--- config.mk ---
export PLATFORM = sky130hd
export DESIGN_NAME = oddr_bank
export DESIGN_NICKNAME = d
export VERILOG_FILES = /design/src/rtl/oddr_bank.sv
export SDC_FILE = /design/constraint.sdc
export NUM_CORES = 1
export LEC_CHECK = 0
export ABC_AREA = 1
export CORE_AREA = 2 2 39 41
export DETAILED_ROUTE_END_ITERATION = 10
export DIE_AREA = 0 0 41 43
export PLACE_DENSITY_LB_ADDON = 0.08
export SLEW_MARGIN = 20
export SYNTH_ARGS = -nofsm -noshare
export SYNTH_HDL_FRONTEND = slang
export SYNTH_SLANG_ARGS = --single-unit
--- constraint.sdc ---
create_clock -name C -period 0.85 [get_ports C]
set_input_delay 0.255 -clock C [delete_from_list [all_inputs] [get_ports C]]
set_output_delay 0.255 -clock C [all_outputs]
set_load 0.005 [all_outputs]
--- src/rtl/oddr_bank.sv ---
// oddr_bank: multi-bit DDR output register bank with per-bit data inversion,
// per-bit reset value, three DDR clock-edge modes, clock enable, stretched
// synchronous reset and a registered tristate control.
module oddr_bank #(
  parameter int               WIDTH          = 1,
  parameter string            DDR_CLK_EDGE   = "SAME_EDGE",
  parameter int               SR_STRETCH     = 3,
  parameter logic [WIDTH-1:0] SRVAL          = '0,
  parameter logic             TSRVAL         = 1'b1,
  parameter logic             IS_C_INVERTED  = 1'b0,
  parameter logic [WIDTH-1:0] IS_D1_INVERTED = '0,
  parameter logic [WIDTH-1:0] IS_D2_INVERTED = '0
) (
  input  logic             C,
  input  logic             SR,
  input  logic             CE,
  input  logic [WIDTH-1:0] D1,
  input  logic [WIDTH-1:0] D2,
  input  logic             T,
  output logic [WIDTH-1:0] Q,
  output logic             TQ
);

  localparam bit MODE_OPP  = (DDR_CLK_EDGE == "OPPOSITE_EDGE");
  localparam bit MODE_SE   = (DDR_CLK_EDGE == "SAME_EDGE");
  localparam bit MODE_PIPE = (DDR_CLK_EDGE == "SAME_EDGE_PIPELINED");
  // History depth follows the stretch so the full 0..7 range is covered;
  // one dummy bit is kept when no stretch is requested.
  localparam int HW        = (SR_STRETCH > 0) ? SR_STRETCH : 1;

  if (!(MODE_OPP || MODE_SE || MODE_PIPE)) begin : g_bad_mode
    $error("oddr_bank: DDR_CLK_EDGE must be OPPOSITE_EDGE, SAME_EDGE or SAME_EDGE_PIPELINED");
  end
  if (SR_STRETCH < 0 || SR_STRETCH > 7) begin : g_bad_stretch
    $error("oddr_bank: SR_STRETCH out of range 0..7");
  end
  if (WIDTH < 1 || WIDTH > 64) begin : g_bad_width
    $error("oddr_bank: WIDTH out of range 1..64");
  end

  logic             w_C;
  logic [WIDTH-1:0] w_d1, w_d2;
  logic [HW-1:0]    r_hist, w_hist_nxt;
  logic             w_rst;
  logic             r_rst;   // rst as seen at the last posedge, used by the negedge path
  logic [WIDTH-1:0] r_qp;    // value driven in the high phase
  logic [WIDTH-1:0] r_qn;    // value driven in the low phase
  logic             r_tq;

  assign w_C  = C ^ IS_C_INVERTED;
  assign w_d1 = D1 ^ IS_D1_INVERTED;
  assign w_d2 = D2 ^ IS_D2_INVERTED;

  // SR history shift: bit k holds SR from k+1 posedges ago
  always_comb begin
    w_hist_nxt    = r_hist;
    w_hist_nxt[0] = SR;
    for (int i = 1; i < HW; i++) w_hist_nxt[i] = r_hist[i-1];
  end

  assign w_rst = SR | ((SR_STRETCH > 0) && (|r_hist));

  // Reset history and registered reset for the negedge path
  always_ff @(posedge w_C) begin
    r_hist <= w_hist_nxt;
    r_rst  <= w_rst;
  end

  if (MODE_OPP) begin : g_opp
    logic r_ce;  // CE sampled at posedge n gates D2 capture at negedge n

    // High-phase data and tristate capture
    always_ff @(posedge w_C) begin
      r_ce <= CE;
      if (w_rst) begin
        r_qp <= SRVAL;
        r_tq <= TSRVAL;
      end else if (CE) begin
        r_qp <= w_d1;
        r_tq <= T;
      end
    end

    // Low-phase data captured straight from D2 on the falling edge
    always_ff @(negedge w_C) begin
      if (r_rst)     r_qn <= SRVAL;
      else if (r_ce) r_qn <= w_d2;
    end
  end else if (MODE_SE) begin : g_se
    logic [WIDTH-1:0] r_ql;  // D2 held from posedge until the low phase

    // Both data words and tristate captured on the rising edge
    always_ff @(posedge w_C) begin
      if (w_rst) begin
        r_qp <= SRVAL;
        r_ql <= SRVAL;
        r_tq <= TSRVAL;
      end else if (CE) begin
        r_qp <= w_d1;
        r_ql <= w_d2;
        r_tq <= T;
      end
    end

    // Transfer held D2 to the low-phase output register
    always_ff @(negedge w_C) begin
      if (r_rst) r_qn <= SRVAL;
      else       r_qn <= r_ql;
    end
  end else if (MODE_PIPE) begin : g_pipe
    logic [WIDTH-1:0] r_s1, r_s2, r_ql;
    logic             r_st;

    // Input stage holds on CE low, output stage always advances so the
    // last captured pair repeats; reset clears both stages (pipe flush)
    always_ff @(posedge w_C) begin
      if (w_rst) begin
        r_s1 <= SRVAL;
        r_s2 <= SRVAL;
        r_st <= TSRVAL;
        r_qp <= SRVAL;
        r_ql <= SRVAL;
        r_tq <= TSRVAL;
      end else begin
        if (CE) begin
          r_s1 <= w_d1;
          r_s2 <= w_d2;
          r_st <= T;
        end
        r_qp <= r_s1;
        r_ql <= r_s2;
        r_tq <= r_st;
      end
    end

    // Transfer pipelined D2 to the low-phase output register
    always_ff @(negedge w_C) begin
      if (r_rst) r_qn <= SRVAL;
      else       r_qn <= r_ql;
    end
  end

  assign Q  = w_C ? r_qp : r_qn;
  assign TQ = r_tq;

endmodule
==> results.rst <==
.. list-table::
   :header-rows: 1

   * - Metric
     - Value
   * - Number of slew-limit violations in the final report
     - 0
   * - Type of destination of the critical path
     - output pin
   * - Core area
     - between 1000 and 1500 µm²
   * - Worst Tran Pin Value
     - around 0.19 ns
   * - Area enclosed by the die boundary
     - 1760 µm²
   * - Crit-path cells
     - nand2_1 -> o21ai_1 -> buf_2
   * - Global placement routability congestion
     - 0.585
   * - Number of failing hold endpoints at the final stage
     - 0
   * - Worst ir drop on vdd
     - around 730 µV
   * - R2R setup slack
     - -0.01 ns
   * - Top routing layer in use
     - met3
   * - Violated checks
     - setup timing
   * - Leakage dissipation
     - roughly 0.2 nW
   * - Unique masters post-synth
     - 5
   * - Via count
     - approximately 210
   * - Clock-pin slew reported for the worst setup and hold paths after clock tree synthesis
     - about 0.060 ns
   * - Count of input and output buffers
     - 7
   * - Total length of routed met2 wires
     - roughly 210 µm
   * - Setup skew after layout
     - 0.0629 ns
   * - FF-to-FF path depth
     - 2
   * - Pin count of the biggest net entering global routing
     - 7
   * - Yosys warning count
     - 0
   * - Initial antenna violation count
     - 0
   * - Detailed-route wire length
     - ~450 µm
   * - H-tree depth
     - 1
   * - Buffer and inverter count on the worst path
     - 1
   * - CTS root buffer
     - sky130_fd_sc_hd__clkbuf_4
   * - Remaining global-route overflow
     - 0
   * - Highest net fanout along the worst path
     - 1
   * - TritonCTS clock tree
     - done
   * - I/O pin count
     - 8
   * - Crit Reg-Reg Endpoint
     - r_qn$_SDFF_NP0_
   * - Cell area after synthesis
     - between 200 and 300 µm²
   * - Post-DP HPWL
     - between 200 and 300 µm
   * - Final cell utilization of the core
     - 28.0%
   * - Share of final-layout standard cells stronger than drive strength 1
     - between 20% and 30%
   * - Ant. Diodes
     - 0
   * - Nature of the critical path startpoint
     - flip-flop
   * - Number of global-route vias before repair
     - 164
   * - Wire length of the first global-routing pass
     - between 600 and 700 µm
   * - Unrepaired setup endpoints after global routing
     - true
   * - Setup crit end
     - Q
   * - Stages on the worst setup path
     - 3
   * - #FFs+latches synth
     - 8
   * - Hold Crit Start
     - SR
   * - Largest stage delay, worst path
     - approximately 0.30 ns
   * - Max Cap Viol
     - 0
   * - Met1 WL
     - 208 µm
   * - Sum of internal, switching and leakage power
     - between 0.8 and 0.9 mW
   * - Pwr per Cell Area
     - roughly 2100 nW/µm²
   * - Effective utilization at floorplan
     - 18.3%
   * - Type of the tightest min-delay check
     - in2reg
   * - DR WL met3
     - between 20 and 30 µm
   * - Synth-to-Final Area Change
     - 53.5%
   * - Max_slew headroom
     - just under 90%
   * - Number of remaining DRC errors
     - 0
   * - Mapped Cells
     - 32
   * - Result of the run
     - finished, violations left
   * - Setup crit start
     - r_qn$_SDFF_NP0_
   * - Final count of negative-setup-slack endpoints
     - 5
   * - Initial detailed-routing violation count
     - 0
   * - Die boundary width
     - 41 µm
   * - Filler Cells Inserted
     - about 160
   * - Buffers inserted during post-CTS setup optimization
     - 0
   * - Clock latency on the worst-skew pair
     - ~0.33 ns
   * - First drt pass iteration count
     - 1
   * - Synthesized net count
     - 38
   * - Synthesized area divided by synthesized cell count
     - approximately 7.9 µm²
   * - Worst flop-to-flop path startpoint
     - g_se.r_ql$_SDFFE_PP0P_
   * - Number of vias per cell after detailed routing
     - approximately 3.4
   * - CP required
     - between 0.5 and 0.6 ns
   * - Aggregate global-route resource usage
     - 7.14%
   * - Worst Path Arrival
     - between 1 and 1.5 ns
   * - Routed length per instance
     - between 7 and 8 µm
   * - Final net count
     - 53
   * - Clock buffer count from CTS
     - 3
   * - Number of buffers between clock root and the deepest sink
     - 2
   * - Final worst slack
     - -0.688 ns
   * - Fin cells
     - 62
   * - Cell family contributing the most delay on the critical path
     - flip-flops
   * - Placed insts
     - 56
   * - Antenna viol nets, final
     - 0
   * - Number of core rows
     - 14
   * - Critical path class
     - reg2out
   * - Max stage delay cell, worst path
     - sky130_fd_sc_hd__dfxtp_2
   * - Sequential cell area fraction in the yosys report
     - 63.4%
   * - Die Height
     - about 43 µm
[worst reg2reg max path, stage by stage (launching register included)]
cell	delay, ns
sky130_fd_sc_hd__dfxtp_1	0.30
sky130_fd_sc_hd__inv_1	0.06
sky130_fd_sc_hd__nor2_1	0.04
[cells in the mapped netlist, drive strengths merged]
cell   instances  area (µm²)
o21ai          2        10.0
dfxtp          8         160
nand2          6        22.5
nor2           9        33.8
inv            7        26.3
[repair_timing]
| item | in CTS | in global routing |
|---|---|---|
| hold buffers | 0 | 0 |
| gates resized for setup | 10 | 4 |
| setup endpoints to repair | 8 | 7 |
| pin swaps | 0 | 2 |
[kinds of logic after synthesis]
logic type             after synthesis  share of synthesized area (%)
buffers and inverters                7                           10.4
AND/OR/NAND/NOR                     15                           22.3
AO/OA/AOI/OAI                        2                           3.96
flip-flops                           8                           63.4
[metal layers]
| layer | GRT usage (%) | vias to the layer above |
|---|---|---|
| li1 | - | 120 |
| met1 | 6.47 | 90 |
| met2 | 6.25 | 3 |
| met3 | 7.85 | 0 |
| met4 | 10.7 | 0 |
| met5 | 0 | - |
[where the power goes]
group	total [mW]	internal [mW]	leakage [nW]	switching, mW
Clock	0.399	0.194	0.0414	0.205
Sequential	0.389	0.386	0.0658	0.00399
Combinational	0.0420	0.0256	0.0948	0.0164
Total	0.830	0.605	0.202	0.225
[placed cells by master (no fill, tap or decap), drive strengths merged]
master / count
clkbuf: 3
dlygate4sd2: 1
clkinv: 1
inv: 9
dfxtp: 8
clkdlybuf4s50: 3
nand2: 6
dlymetal6s2s: 1
o21ai: 2
nor2: 9
buf: 3
[state kept, by name, summed over array words and instances (netlist names)]
register	flops
TQ	1
g_se.r_ql	1
r_hist	3
r_qn	1
r_qp	1
r_rst	1
[through the flow]
step / setup WS, ns / area [µm²] / hold WS, ns / setup TNS (ns)
finish: -0.688 / 388 / 0.125 / -0.789
global route: -0.733 / 388 / 0.115 / -0.896
CTS: -0.711 / 375 / 0.356 / -0.841
detailed placement: -0.714 / 350 / 0.342 / -2.10
global placement: -0.706 / 350 / 0.338 / -2.06
floorplan: -0.229 / 253 / 0.283 / -0.272
[worst min-delay path by stage]
stage,end,slack (ns),cells past startpoint
6_report,r_hist[0]$_DFF_P_,0.13,1
3_3_place_gp,r_hist[2]$_DFF_P_,0.34,0
5_1_grt,r_hist[0]$_DFF_P_,0.11,1
2_1_floorplan,r_hist[0]$_DFF_P_,0.28,0
4_1_cts,r_hist[1]$_DFF_P_,0.36,0
3_5_place_dp,r_hist[2]$_DFF_P_,0.34,0
[cell type report]
class                   count  area (µm²)  area share (%)
repair buffers              7        70.1            18.1
clock buffers               4        27.5            7.10
flip-flops and latches      8         163            41.9
multi-input cells          17        68.8            17.7
well taps                  16        20.0            5.16
clock inverters             4        16.3            4.19
inverters                   6        22.5            5.81
(Power assumes the default switching activity.)
==> edit 1: new RTL, same flow settings <==
The parameter `IS_D1_INVERTED` goes from '0 to 1.
--- a/src/rtl/oddr_bank.sv
+++ b/src/rtl/oddr_bank.sv
@@ -8,7 +8,7 @@
   parameter logic [WIDTH-1:0] SRVAL          = '0,
   parameter logic             TSRVAL         = 1'b1,
   parameter logic             IS_C_INVERTED  = 1'b0,
-  parameter logic [WIDTH-1:0] IS_D1_INVERTED = '0,
+  parameter logic [WIDTH-1:0] IS_D1_INVERTED = 1,
   parameter logic [WIDTH-1:0] IS_D2_INVERTED = '0
 ) (
   input  logic             C,
Check against the original RTL: not checked (the comparison handles one clock edge and no latches or derived clocks); the edit may change what the design does.
==> edit 1 against the original RTL <==
- the flow still finishes with violations (negative setup slack)
- final area is 3.5% higher
- synthesized cell count shrank 3.1%
- non-clock buffer count unchanged
- register-to-register slack about the same
- die area unchanged
- total power grew 19%
- wire length up 11%
- sequential cell count unchanged
- largest cell class unchanged
- hold slack improved by 0.13 ns
- area after synthesis is 0.49% lower
- largest power group unchanged
- sequential power about the same
- critical path type unchanged
- setup slack got worse by 0.082 ns
- highest routed layer unchanged
- sequential share of layout area shrank 0.81 points
==> edit 1: results (changes against the original RTL) <==
- Outcome: complete, but fails checks
- Failing checks: negative setup slack
- Critical R2R Capture: r_qn$_SDFF_NP0_
- Clk_lat worst skew: 0.44 ns (+0.11 ns)
- Post-synthesis compound-gate area fraction: 0% (-4.0 points)
- Sequential fraction of the synthesis area: 63.7% (+0.32 points)
- Crit path DAT: 1.36 ns (+0.08 ns)
- Layout cells sized above 1: 31.9% (+10 points)
- Final net count: 54 (+1.9%)
- DRT Wirelength: 497 um (+11%)
- Placed Cells: 55 (-1.8%)
- Setup WS pre-CTS: -0.680 ns (+0.0333 ns)
- Detailed-route via count: 229 (+7.5%)
- Top Layer Used: met3
- Least-Margin Pin Slew: 0.184 ns (-0.00723 ns)
- Post-synthesis cell count: 31 (-3.1%)
- PostCTS Resize Cnt: 11 (+1)
- Worst Hold End: TQ$_SDFFE_PP1P_
- Dpl cell area: 349 um^2 (-0.36%)
- Vias in the first global route: 239 (+46%)
- First-pass GRT wire length: 855 um (+28%)
- Static Leakage: 0.202 nW (+0.18%)
- Worst Skew: 0.0727 ns (+0.00972 ns)
- Largest Register: r_hist
- Max VDD drop: 969 uV (+33%)
- Critical-path top delay cell: dfxtp_2
- WHS: 0.251 ns (+0.126 ns)
- Routed wl met2: 270 um (+26%)
- Unique masters post-synth: 6 (+1)
- Non-filler cells, final: 63 (+1.6%)
- Synth cell count leaders: 10 x nand2_1, 8 x dfxtp_1, 6 x nor2_1, 5 x inv_1
- DP Wirelength: 326 um (+9.6%)
- Syn nets: 37 (-2.6%)
- Synth top area cells: dfxtp_1 64%, nand2_1 15%, nor2_1 9.0%, inv_1 7.5%, nand4_1 2.5%
- Critical Path Fanout Max: 1 (unchanged)
- Initial DRC count: 7 (+7)
- Fin Setup TNS: -0.972 ns (-0.183 ns)
- Largest net degree at the start of global routing: 6 (-1)
- Gpl congestion: 0.608 (+3.8%)
- Hold Crit Start: CE
- Hold Path Cell Cnt: 3 (+2)
- Crit Reg-Reg Startpoint: g_se.r_ql$_SDFFE_PP0P_
- Met3 wire len: 44 um (+76%)
- Worst R2R Setup Slack: -0.01 ns (about the same)
- Tot GR Track Use: 8.89% (+1.7 points)
- Setup WS post-layout: -0.770 ns (-0.0823 ns)
- Met1 wire length: 182 um (-13%)
- Final setup fails: 5 (unchanged)
- Pre-antenna DRT Iters: 4 (+3)
- Largest register FFs: 3 (unchanged)
- Post-Synth XOR/XNOR Area: 0% (unchanged)
- Antenna violations before repair: 0 (unchanged)
- Largest area contributor in the netlist: dfxtp_1
edit 1: cell count changes in the layout (fill, tap and decap cells not counted), moves of 2 or more:
cell,unedited run,this run
dfxtp_2,2,4
inv_1,9,5
nand2_1,5,10
clkbuf_4,3,6
dfxtp_1,6,4
nor2_1,9,5
edit 1: routing by layer:
| metal | GRT usage [%] | vias up |
|---|---|---|
| met1 | 6.23 | 98 |
| met5 | 0 | - |
| met2 | 10.0 | 7 |
| met3 | 12.0 | 0 |
| met4 | 9.33 | 0 |
| li1 | - | 124 |
edit 1: final cells by class:
class / instances / area (um^2)
Sequential cell: 8 / 165
Clock inverter: 3 / 11.3
Multi-Input combinational cell: 18 / 75.1
Clock buffer: 7 / 50.0
Fill cell: 159 / 982
Inverter: 4 / 15.0
Tap cell: 16 / 20.0
Timing Repair Buffer: 7 / 65.1
edit 1: where the power goes:
group	internal (W)	total, W	switching, W
clock network	0.000338	0.000550	0.000212
logic	0.0000273	0.0000442	0.0000169
registers	0.000386	0.000390	0.00000378
==> edit 2: new RTL, same settings <==
Without the edit above. Register the output `Q`, with the module's reset; this adds one clock of latency there. The other outputs are not delayed to match.
--- a/src/rtl/oddr_bank.sv
+++ b/src/rtl/oddr_bank.sv
@@ -140,7 +140,13 @@
     end
   end
 
-  assign Q  = w_C ? r_qp : r_qn;
+  always_ff @(posedge w_C) begin
+    if (w_rst) begin
+      Q <= '0;
+    end else begin
+      Q <= w_C ? r_qp : r_qn;
+    end
+  end
   assign TQ = r_tq;
 
 endmodule
Function: not checked (the comparison handles one clock edge and no latches or derived clocks); the edit may change what the design does.
==> edit 2 against the original RTL <==
- the flow still finishes with violations (negative setup slack)
- total power grew 37%
- sequential share of layout area shrank 0.41 points
- wire length grew 26%
- final area grew 14%
- sequential cell count grew 1
- area after synthesis grew 13%
- non-clock buffer count grew 1
- setup slack gained 0.45 ns
- clock skew grew 0.0045 ns
- first-iteration DRC count grew 7
- sequential power grew 12%
- cell count grew 13%
==> edit 2: results (changes against the original RTL) <==
- Fin Setup TNS: -0.608 ns (+0.181 ns)
- Setup WS post-layout: -0.236 ns (+0.451 ns)
- DRT Wirelength: 563 um (+26%)
- Tot GR Track Use: 10.2% (+3.0 points)
- Critical R2R Capture: Q$_SDFF_PP0_
- Relative slew slack: 86.3% (-0.97 points)
- Layout cells sized above 1: 29.6% (+7.9 points)
- Syn nets: 43 (+13%)
- DP Wirelength: 362 um (+22%)
- Clk_lat worst skew: 0.43 ns (+0.10 ns)
- Gpl congestion: 0.648 (+11%)
- Synth top area cells: dfxtp_1 63%, nor2_1 16%, inv_1 12%, nand2_1 7.9%, o21ai_0 1.7%
- Largest register FFs: 3 (unchanged)
- Crit path DAT: 1.34 ns (+0.06 ns)
- Final setup fails: 5 (unchanged)
- Pre-antenna DRT Iters: 3 (+2)
- Max VDD drop: 755 uV (+3.5%)
- Post-synthesis compound-gate area fraction: 1.75% (-2.2 points)
- Register-to-Register Path Depth: 4 (+2)
- Crit Reg-Reg Startpoint: r_qn$_SDFF_NP0_
- Synth cell count leaders: 12 x nor2_1, 9 x dfxtp_1, 9 x inv_1, 6 x nand2_1, 1 x o21ai_0
- Failing checks: negative setup slack
- Worst-path clk slew: 0.06 ns (about the same)
- Worst Skew: 0.0674 ns (+0.00447 ns)
- Final net count: 60 (+13%)
- First-pass GRT wire length: 952 um (+42%)
- Initial DRC count: 7 (+7)
- Worst min-delay path class: clock port to flop
- Outcome: complete, but fails checks
- Static Leakage: 0.224 nW (+11%)
- Crit Path Category: flop to flop
- Detailed-route via count: 257 (+21%)
- Vias in the first global route: 279 (+70%)
- Sequential fraction of the synthesis area: 62.9% (-0.48 points)
edit 2: cell count changes after synthesis:
| cell | change |
|---|---|
| dfxtp_1 | +1 |
| inv_1 | +2 |
| nor2_1 | +3 |
| o21ai_0 | -1 |
edit 2: cell type report:
type | count | share of cell area [%]
inverters | 7 | 5.93
well taps | 16 | 4.52
multi-input cells | 19 | 16.9
flip-flops and latches | 9 | 41.5
repair buffers | 8 | 15.8
clock buffers | 9 | 13.6
clock inverters | 2 | 1.69
edit 2: cell families after synthesis:
group / after synthesis
compound gates: 1
simple gates: 18
flops: 9
buf+inv: 9
edit 2: where the power goes:
group | total [W] | internal, W | leakage [nW] | switching (W)
combinational | 0.0000429 | 0.0000267 | 0.0956 | 0.0000161
sequential | 0.000437 | 0.000433 | 0.0744 | 0.00000388
clock | 0.000660 | 0.000416 | 0.0536 | 0.000244
total | 0.00114 | 0.000876 | 0.224 | 0.000264
edit 2: worst min path at each step:
stage                              end  from  slack [ns]  depth (start not counted)
final                     Q$_SDFF_PP0_     C        0.06                          5
after global placement    Q$_SDFF_PP0_     C        0.18                          3
after CTS                 Q$_SDFF_PP0_     C        0.06                          5
after global routing      Q$_SDFF_PP0_     C        0.09                          5
after detailed placement  Q$_SDFF_PP0_     C        0.18                          3
after floorplan           Q$_SDFF_PP0_     C        0.18                          3
edit 2: layer usage:
layer	part of all wire, %	vias up	wire length, um	track usage (%)
met4	2.5	0	14	22.0
met2	49	9	275	7.81
met5	0	-	0	0
met1	42	110	235	8.74
met3	6.7	2	38	8.38
li1	-	136	-	-
edit 2: critical path: stages (launching register included):
cell     delay (ns)
dfxtp_2        0.30
inv_2          0.04
nor2_2         0.03
nor2_1         0.07
nor2_1         0.04
edit 2: stage by stage:
stage,setup WS [ns],cells,cell area (um^2)
global route,-0.288,70,443
floorplan,-0.137,37,287
CTS,-0.221,70,435
global placement,-0.294,61,384
finish,-0.236,70,443
detailed placement,-0.334,61,384
edit 2: repair_timing:
action	in CTS	in global routing
gates resized for setup	9	6
setup endpoints to repair	5	7
buffers inserted	0	0
